### src/rtl/go_token_source_if.sv
// Go/done token channels between the token source (master) and the compute block (slave).
interface go_token_source_if;
   logic sourceGo_d;
   logic sourceGo_r;
   logic doneGo_d;
   logic doneGo_r;

   modport master (
      output sourceGo_d,
      input  sourceGo_r,
      input  doneGo_d,
      output doneGo_r
   );

   modport slave (
      input  sourceGo_d,
      output sourceGo_r,
      output doneGo_d,
      input  doneGo_r
   );
endinterface

### src/rtl/go_token_source.sv
// Issues NUM_TOKENS Go tokens per start pulse under a credit limit and optional spacing,
// tracking returned completions; every output is registered.
module go_token_source #(
   parameter int unsigned NUM_TOKENS      = 4,
   parameter int unsigned MAX_OUTSTANDING = 2,
   parameter int unsigned GAP             = 0
) (
   input  logic              i_clk,
   input  logic              i_reset,
   input  logic              i_start,
   go_token_source_if.master io_go,
   output logic              o_busy,
   output logic              o_finished,
   output logic [15:0]       o_issued_cnt,
   output logic [7:0]        o_outstanding,
   output logic              o_err
);
   localparam logic [15:0] L_NUM = 16'(NUM_TOKENS);
   localparam logic [7:0]  L_MAX = 8'(MAX_OUTSTANDING);
   localparam logic [7:0]  L_GAP = 8'(GAP);

   typedef enum logic [1:0] {StIdle, StIssue, StGapWait, StDrain} state_e;

   state_e      r_state;
   logic        r_valid;
   logic        r_done_rdy;
   logic        r_busy;
   logic        r_finished;
   logic        r_err;
   logic [15:0] r_issued;
   logic [7:0]  r_outstanding;
   logic [7:0]  r_gap_cnt;

   logic        w_xfer;
   logic        w_cpl;
   logic        w_underflow;
   logic        w_last;
   logic        w_credit;
   logic [15:0] w_issued_inc;
   logic [7:0]  w_out_nxt;

   assign w_xfer       = r_valid & io_go.sourceGo_r;
   assign w_cpl        = io_go.doneGo_d & r_done_rdy;
   assign w_underflow  = w_cpl & (r_outstanding == 8'd0);
   assign w_issued_inc = (r_issued == 16'hffff) ? r_issued : r_issued + 16'd1;
   assign w_last       = (w_issued_inc == L_NUM);

   // An underflowing completion is dropped, so it never cancels a same-edge issue.
   always_comb begin
      w_out_nxt = r_outstanding;
      case ({w_xfer, w_cpl & ~w_underflow})
         2'b10:   if (r_outstanding != 8'hff) w_out_nxt = r_outstanding + 8'd1;
         2'b01:   w_out_nxt = r_outstanding - 8'd1;
         default: w_out_nxt = r_outstanding;
      endcase
   end

   // Credit is judged on the post-edge count so a freed slot re-raises valid next cycle.
   assign w_credit = (w_out_nxt < L_MAX);

   always_ff @(posedge i_clk or posedge i_reset) begin
      if (i_reset) begin
         r_state       <= StIdle;
         r_valid       <= 1'b0;
         r_done_rdy    <= 1'b0;
         r_busy        <= 1'b0;
         r_finished    <= 1'b0;
         r_err         <= 1'b0;
         r_issued      <= 16'd0;
         r_outstanding <= 8'd0;
         r_gap_cnt     <= 8'd0;
      end else begin
         r_done_rdy    <= 1'b1;
         r_outstanding <= w_out_nxt;
         r_finished    <= 1'b0;
         if (w_underflow) r_err <= 1'b1;
         if (w_xfer) r_issued <= w_issued_inc;
         case (r_state)
            StIdle: begin
               if (i_start) begin
                  r_state  <= StIssue;
                  r_busy   <= 1'b1;
                  r_valid  <= w_credit;
                  r_issued <= 16'd0;
                  r_err    <= w_underflow;
               end
            end
            StIssue: begin
               if (w_xfer) begin
                  if (w_last) begin
                     r_state <= StDrain;
                     r_valid <= 1'b0;
                  end else if (L_GAP != 8'd0) begin
                     r_state   <= StGapWait;
                     r_gap_cnt <= L_GAP - 8'd1;
                     r_valid   <= 1'b0;
                  end else begin
                     r_valid <= w_credit;
                  end
               end else if (!r_valid) begin
                  r_valid <= w_credit;
               end
            end
            StGapWait: begin
               if (r_gap_cnt == 8'd0) begin
                  r_state <= StIssue;
                  r_valid <= w_credit;
               end else begin
                  r_gap_cnt <= r_gap_cnt - 8'd1;
               end
            end
            StDrain: begin
               if (w_out_nxt == 8'd0) begin
                  r_state    <= StIdle;
                  r_busy     <= 1'b0;
                  r_finished <= 1'b1;
               end
            end
            default: r_state <= StIdle;
         endcase
      end
   end

   assign io_go.sourceGo_d = r_valid;
   assign io_go.doneGo_r   = r_done_rdy;
   assign o_busy           = r_busy;
   assign o_finished       = r_finished;
   assign o_issued_cnt     = r_issued;
   assign o_outstanding    = r_outstanding;
   assign o_err            = r_err;
endmodule

### src/flat_wrapper.sv
// flat-port wrapper written by rule: the top's interface ports become plain ports
module go_token_source_flat 
#(
   parameter int unsigned NUM_TOKENS      = 4,
   parameter int unsigned MAX_OUTSTANDING = 2,
   parameter int unsigned GAP             = 0
)
  (i_clk, i_reset, i_start, o_busy, o_finished, o_issued_cnt, o_outstanding, o_err, io_go_sourceGo_d, io_go_sourceGo_r, io_go_doneGo_d, io_go_doneGo_r);
  go_token_source_if io_go_i ();
  input  logic i_clk;
  input  logic i_reset;
  input  logic i_start;
  output logic o_busy;
  output logic o_finished;
  output logic [15:0] o_issued_cnt;
  output logic [7:0] o_outstanding;
  output logic o_err;
  output wire logic [$bits(io_go_i.sourceGo_d)-1:0] io_go_sourceGo_d;
  input wire logic [$bits(io_go_i.sourceGo_r)-1:0] io_go_sourceGo_r;
  input wire logic [$bits(io_go_i.doneGo_d)-1:0] io_go_doneGo_d;
  output wire logic [$bits(io_go_i.doneGo_r)-1:0] io_go_doneGo_r;
  assign io_go_sourceGo_d = io_go_i.sourceGo_d;
  assign io_go_i.sourceGo_r = io_go_sourceGo_r;
  assign io_go_i.doneGo_d = io_go_doneGo_d;
  assign io_go_doneGo_r = io_go_i.doneGo_r;
  go_token_source #(.NUM_TOKENS(NUM_TOKENS), .MAX_OUTSTANDING(MAX_OUTSTANDING), .GAP(GAP)) u_core (.i_clk(i_clk), .i_reset(i_reset), .i_start(i_start), .io_go(io_go_i), .o_busy(o_busy), .o_finished(o_finished), .o_issued_cnt(o_issued_cnt), .o_outstanding(o_outstanding), .o_err(o_err));
endmodule
### config.mk
export PLATFORM = sky130hd
export DESIGN_NAME = go_token_source_flat
export DESIGN_NICKNAME = d
export VERILOG_FILES = /design/src/rtl/go_token_source_if.sv /design/src/rtl/go_token_source.sv /design/src/flat_wrapper.sv
export SDC_FILE = /design/constraint.sdc
export NUM_CORES = 1
export LEC_CHECK = 0
export CAP_MARGIN = 10
export CORE_MARGIN = 5
export CORE_UTILIZATION = 45
export DETAILED_ROUTE_END_ITERATION = 8
export GPL_TIMING_DRIVEN = 0
export PLACE_DENSITY = 0.7
export SLEW_MARGIN = 20
export SYNTH_ARGS = -nofsm -noshare
export SYNTH_HDL_FRONTEND = slang
export SYNTH_SLANG_ARGS = --single-unit
### constraint.sdc
create_clock -name i_clk -period 4.04 [get_ports i_clk]
set_input_delay 0.606 -clock i_clk [delete_from_list [all_inputs] [get_ports i_clk]]
set_output_delay 0.606 -clock i_clk [all_outputs]
set_load 0.01 [all_outputs]
# ---- Yosys cells after proc, flatten, opt, wreduce, memory -nomap -nowiden
# Cells that the tools add are included.
dict set report word_totals {
  input_bits 5
  out_inout_bits 29
  ff_bits 39
  elab_cells 69
}
dict set report op_classes {
  n_addsub 4
  bitwise 6
  n_mux 26
  order_cmp 1
  n_eq_ne 13
  n_reduce_logical 10
}
# cell count
set ops {}
lappend ops {{$mux W16} 4}
lappend ops {{$logic_not A8 Y1} 3}
lappend ops {{$add A16 B1 Y16 const B} 1}
lappend ops {{$eq A16 B16 Y1 const B} 1}
lappend ops {{$eq A16 B3 Y1 const B} 1}
lappend ops {{$pmux W8 S2} 1}
lappend ops {{$sub A8 B1 Y8 const B} 2}
lappend ops {{$mux W1} 12}
lappend ops {{$mux W2} 5}
lappend ops {{$add A8 B1 Y8 const B} 1}
lappend ops {{$lt A8 B2 Y1 const B} 1}
lappend ops {{$mux W8} 1}
lappend ops {{$ne A2 B1 Y1 const B} 4}
lappend ops {{$ne A8 B8 Y1 const B} 1}
lappend ops {{$pmux W2 S4} 1}
lappend ops {{$eq A2 B2 Y1 const B} 3}
lappend ops {{$reduce_and A3 Y1} 2}
lappend ops {{$reduce_and A5 Y1} 1}
lappend ops {{$and A1 B1 Y1} 4}
lappend ops {{$eq A2 B1 Y1 const B} 2}
lappend ops {{$pmux W1 S3} 1}
lappend ops {{$reduce_bool A3 Y1} 1}
lappend ops {{$logic_not A2 Y1} 1}
lappend ops {{$ne A2 B2 Y1 const B} 1}
lappend ops {{other kinds (4)} 5}

# ---- Logic depth before layout (Yosys ltp)
dict set report depth {
  depth_word 10
  mapped_depth 14
  mapped_depth_nobuf 13
}

# ---- Worst setup path before layout
# OpenSTA, ideal clock, no wires.
dict set report synth_path {
  path_kind {register to register}
  from {reg u_core.r_outstanding[3], in the netlist u_core.o_outstanding[3]}
  to {reg u_core.r_state[0]}
  synth_period_minus_slack_ps 4153
  path_stages_with_launch 13
  path_buffers 2
  arrival_ps 3990
  setup_slack_ps -113
  cell_sequence {dfrtp_1 > clkbuf_1 > or4_1 > or4b_1 > nor2b_1 > ha_1 > dlygate4sd1_1 > o2111a_1 > a211o_1 > or4_4 > nor4_4 > nor3b_4 > nor3_1}
}
dict set report synth_between {
  elab_chain_cells 9
  word_cells_on_any_way 14
  classes_between {add/sub (2); eq/ne (4); mux (2); bitwise (3); reduce/logical (3)}
}
# element line_no
set synth_lines {}
lappend synth_lines {{start, declared} go_token_source.sv:31} ;# logic [7:0] r_outstanding;
lappend synth_lines {{start signal, assigned} go_token_source.sv:74} ;# r_outstanding <= w_out_nxt;
lappend synth_lines {{branches (longest 5 deep; another with $add A8 B1 Y8)} --}
lappend synth_lines {{$pmux W8 S2 (*)} go_token_source.sv:51} ;# case ({w_xfer, w_cpl & ~w_underflow})
lappend synth_lines {{net u_core.w_out_nxt[4]} go_token_source.sv:40} ;# logic [7:0] w_out_nxt;
lappend synth_lines {{$logic_not A8 Y1 (*)} go_token_source.sv:113} ;# if (w_out_nxt == 8'd0) begin
lappend synth_lines {{$ne A2 B1 Y1 (no source line) (*)} --}
lappend synth_lines {{$reduce_and A5 Y1 (no source line) (*)} --}
lappend synth_lines {{end signal, assigned} go_token_source.sv:63} ;# r_state <= StIdle;
lappend synth_lines {{end signal, assigned} go_token_source.sv:114} ;# r_state <= StIdle;
lappend synth_lines {{end signal, assigned} go_token_source.sv:119} ;# default: r_state <= StIdle;
lappend synth_lines {{end, declared} go_token_source.sv:24} ;# state_e r_state;
# Mark *: on every way through the listed nets, which the timed path passes.
# A chain may end at the register's enable or synchronous reset.

# ---- Worst setup path in the final report
dict set report layout_path {
  from {reg u_core.r_outstanding[5], in the netlist u_core.o_outstanding[5]}
  to {reg u_core.r_state[0]}
}
# The elaborated chain is that of the path after synthesis.

==> flow_metrics.env <==
export IMPL_grt_max_degree=29
export IMPL_syn_area_sq_um=2520
export IMPL_rsz0062_at_grt="yes"
export IMPL_min_period_ns=3.98
export IMPL_synthAdderAreaFrac_pct=3.97
export IMPL_gp_congestion=0.922
export IMPL_die_x_microns=84.9
export IMPL_gr_total_overflow=0
export IMPL_cp_required_ns=4.18
export IMPL_cts_buffer_depth=2
export IMPL_crit_type="register to register"
export IMPL_synthSimpleGateAreaFrac_pct=28.9
export IMPL_ir_drop_uv=379
export IMPL_synthTopCellsByCount="dfrtp_1 (39), nor2_1 (31), nand2_1 (28)"
export IMPL_synth_top_family_by_area="simple AND/OR/NAND/NOR gates"
export IMPL_path_common_cell="or4_4"
export IMPL_area_growth_pct=27.6
export IMPL_setup_viol=0
export IMPL_cts_made_buffers=5
export IMPL_crit_arrival_ns=4.12
export IMPL_seq_area_frac_synth_pct=38.7
export IMPL_drc=0
export IMPL_regArea_sq_um=981
export IMPL_clkLatencyLatePin_ns=0.29
export IMPL_core_region_area_sq_um=5470
export IMPL_hold_violations=0
export IMPL_postSynthAreaPerCell_sq_um=8.97
export IMPL_final_setup_tns_ns=0
export IMPL_cts_root_buf="clkbuf_8"
export IMPL_worst_pin_slew_ns=0.935
export IMPL_via_per_inst=5.76
export IMPL_synth_xor_area_share_pct=6.25
export IMPL_start_util_pct=46.1
export IMPL_vias=2321
export IMPL_synth_warnings=0
export IMPL_p_leak_nw=1.32
export IMPL_num_fill_cells=485
export IMPL_ys_types=68
export IMPL_ys_ff_latch=39
export IMPL_critPathCaptureType="register"
export IMPL_io_pins=34
export IMPL_die_area_sq_um=7200
export IMPL_drtAntennaViolNets=0
export IMPL_path_cells="or4_4, or4b_4, nor2b_4, ha_4, or3b_4, o221ai_4, o311ai_4, or4_4, nor4_4, nor3b_4, nor3_1"
export IMPL_crit_path_top_delay_cell="or4_4"
export IMPL_wl_microns=6310
export IMPL_finalWorstSetupSlack_ns=0.0622
export IMPL_dp_slack_ns=-0.405
export IMPL_port_buffers=33
export IMPL_skew_ns=0.0101
export IMPL_routedWlPerCell_microns=15.7
export IMPL_drive_gt1_share_pct=14.5
export IMPL_total_power_w=0.00201
export IMPL_grt_pass1_vias=2160
export IMPL_htree_levels=2
export IMPL_ctsHoldBuffers=0
export IMPL_synth_most_common_cell="dfrtp_1"
export IMPL_crit_path_start_kind="register"
export IMPL_first_pass_iters=6
export IMPL_rows=27
export IMPL_drv_slew=0
export IMPL_multi_input_area_sq_um=1510
export IMPL_finalNetCount=343
export IMPL_dominantRegCellSynth="dfrtp_1"
export IMPL_drtIter0Drc=120
export IMPL_worstPathMaxFanout=6
export IMPL_max_freq_ghz=0.251
export IMPL_yosys_top_cells_area="dfrtp_1 (39%), nor2_1 (4.6%), nand2_1 (4.2%)"
export IMPL_synth_top_cell_by_area="dfrtp_1"
export IMPL_die_h_microns=84.9
export IMPL_power_density_nw_per_um2=625
export IMPL_final_cells=403
export IMPL_grt_usage_pct=18.3
export IMPL_max_cap_viol_count=0
export IMPL_cts_clk_slew_worst_paths_ns=0.08
export IMPL_cp_slowest_stage_delay_ns=0.55
export IMPL_cts_tree="yes"
export IMPL_syn_inst=281
export IMPL_min_path_type="register to register"
export IMPL_post_route_period_util_pct=98.5
export IMPL_netlist_area_leader_share_pct=38.7
export IMPL_dp_cells=387
export IMPL_synth_compound_area_share_pct=15.3
export IMPL_antenna_cells=0
export IMPL_grt_pass1_wl_microns=10700
export IMPL_antenna_found_initial=0
export IMPL_worst_slew_margin_rel_pct=37.7
export IMPL_synth_nets=294
export IMPL_synth_edf_count=0
export IMPL_hpwl_microns=4480
export IMPL_clkSinkCount=39
export IMPL_synthArstFlopShare_pct=100
export IMPL_fin_hold_ws_ns=0.473
export IMPL_synth_mux_area_share_pct=2.08
export IMPL_status="completed"
-- layout by cell type, fill, tap and decap left out, drive strengths merged, types with 2 or more instances in the layout --
cell,n
dfrtp,39
clkdlybuf4s50,33
nor2,31
nand2,28
buf,15
clkbuf,13
nand3,12
xor2,12
inv,12
nand4,11
a21oi,9
o21ai,9
nor3,8
ha,8
nor4,7
xnor2,6
a211oi,4
nor3b,4
mux2i,3
nand2b,3
a31oi,3
and3,3
or3,3
or4,3
o311ai,3
and2,2
o31ai,2
o2111a,2
o211ai,2
a211o,2
a21boi,2
a221o,2
nand3b,2
nor4b,2
mux2,2
or4b,2
nor2b,2
clkinv,2
-- worst max-delay path, delay by kind of cell (launching register included) --
kind | cells | cell delay [ns]
AOI/OAI and AO/OA | 2 | 0.31
and+or+nand+nor | 8 | 2.80
adders and majority gates | 1 | 0.26
DFF | 1 | 0.45
-- cell families (layout without fill, tap and decap cells) --
logic type | after synthesis | after routing
AND/OR/NAND/NOR | 131 | 131
AO/OA/AOI/OAI | 53 | 53
flip-flops | 39 | 39
buffers and inverters | 26 | 76
other | 1 | 1
XOR/XNOR | 18 | 18
adder cells (fa/ha/maj) | 8 | 8
multiplexers | 5 | 5
-- power by group --
group | total [W] | switching [W] | internal [W] | leakage, nW
registers | 0.000604 | 0.000128 | 0.000476 | 0.507
clock network | 0.000327 | 0.000143 | 0.000184 | 0.0581
logic | 0.00108 | 0.000520 | 0.000560 | 0.758
total | 0.00201 | 0.000790 | 0.00122 | 1.32
-- path summary, 6_finish.rpt --
kind | end | slack (ns) | cells past startpoint | start
max | u_core.r_state[0]$_DFFE_PP0P_ | 0.06 | 11 | u_core.o_outstanding[5]$_DFF_PP0_
min | u_core.r_gap_cnt[6]$_DFFE_PP0P_ | 0.47 | 1 | u_core.r_gap_cnt[6]$_DFFE_PP0P_
max reg2reg | u_core.r_state[0]$_DFFE_PP0P_ | 0.06 | 11 | u_core.o_outstanding[5]$_DFF_PP0_
min reg2reg | u_core.r_gap_cnt[6]$_DFFE_PP0P_ | 0.47 | 1 | u_core.r_gap_cnt[6]$_DFFE_PP0P_
max in group asynchronous | u_core.o_outstanding[6]$_DFF_PP0_ | 3.01 | 3 | i_reset
min in group asynchronous | u_core.o_issued_cnt[8]$_DFF_PP0_ | 0.57 | 2 | i_reset
-- routing by layer --
metal  global-route usage (%)  up-vias  share of wire, %
li1                         -     1131                 -
met1                     26.3     1109                48
met2                     28.5       73                46
met3                     3.40        8               4.8
met4                     4.75        0               1.3
met5                        0        -                 0
-- metrics by stage --
step                      area [sq um]  utilization (%)
after floorplan                   2520                -
final                             3220             58.8
after CTS                         3160             57.7
after global placement            2940             53.7
after global routing              3220             58.8
after detailed placement          2960             54.1
-- sequential cells by signal (all words and copies together), names as in the netlist --
name and cells:
u_core.io_go.sourceGo_d 1, u_core.o_err 1, u_core.r_gap_cnt 8, u_core.o_outstanding 8, u_core.o_busy 1, u_core.io_go.doneGo_r 1
u_core.o_issued_cnt 16, u_core.o_finished 1, u_core.r_state 2
-- layout make-up --
type | instances | share of cell area (%)
Tap cell | 72 | 2.80
Multi-Input combinational cell | 216 | 46.8
Clock buffer | 5 | 2.14
Sequential cell | 39 | 30.5
Buffer | 11 | 1.52
Timing Repair Buffer | 45 | 13.5
Clock inverter | 3 | 1.36
Inverter | 12 | 1.40
-- what timing repair did --
action / CTS / global route
hold endpoints to repair: 0 / 0
pin swaps: 6 / 2
gates resized for setup: 14 / 2
buffers inserted: 5 / 6
endpoints found under the setup margin: 5 / 5
(Power assumes the default switching activity.)
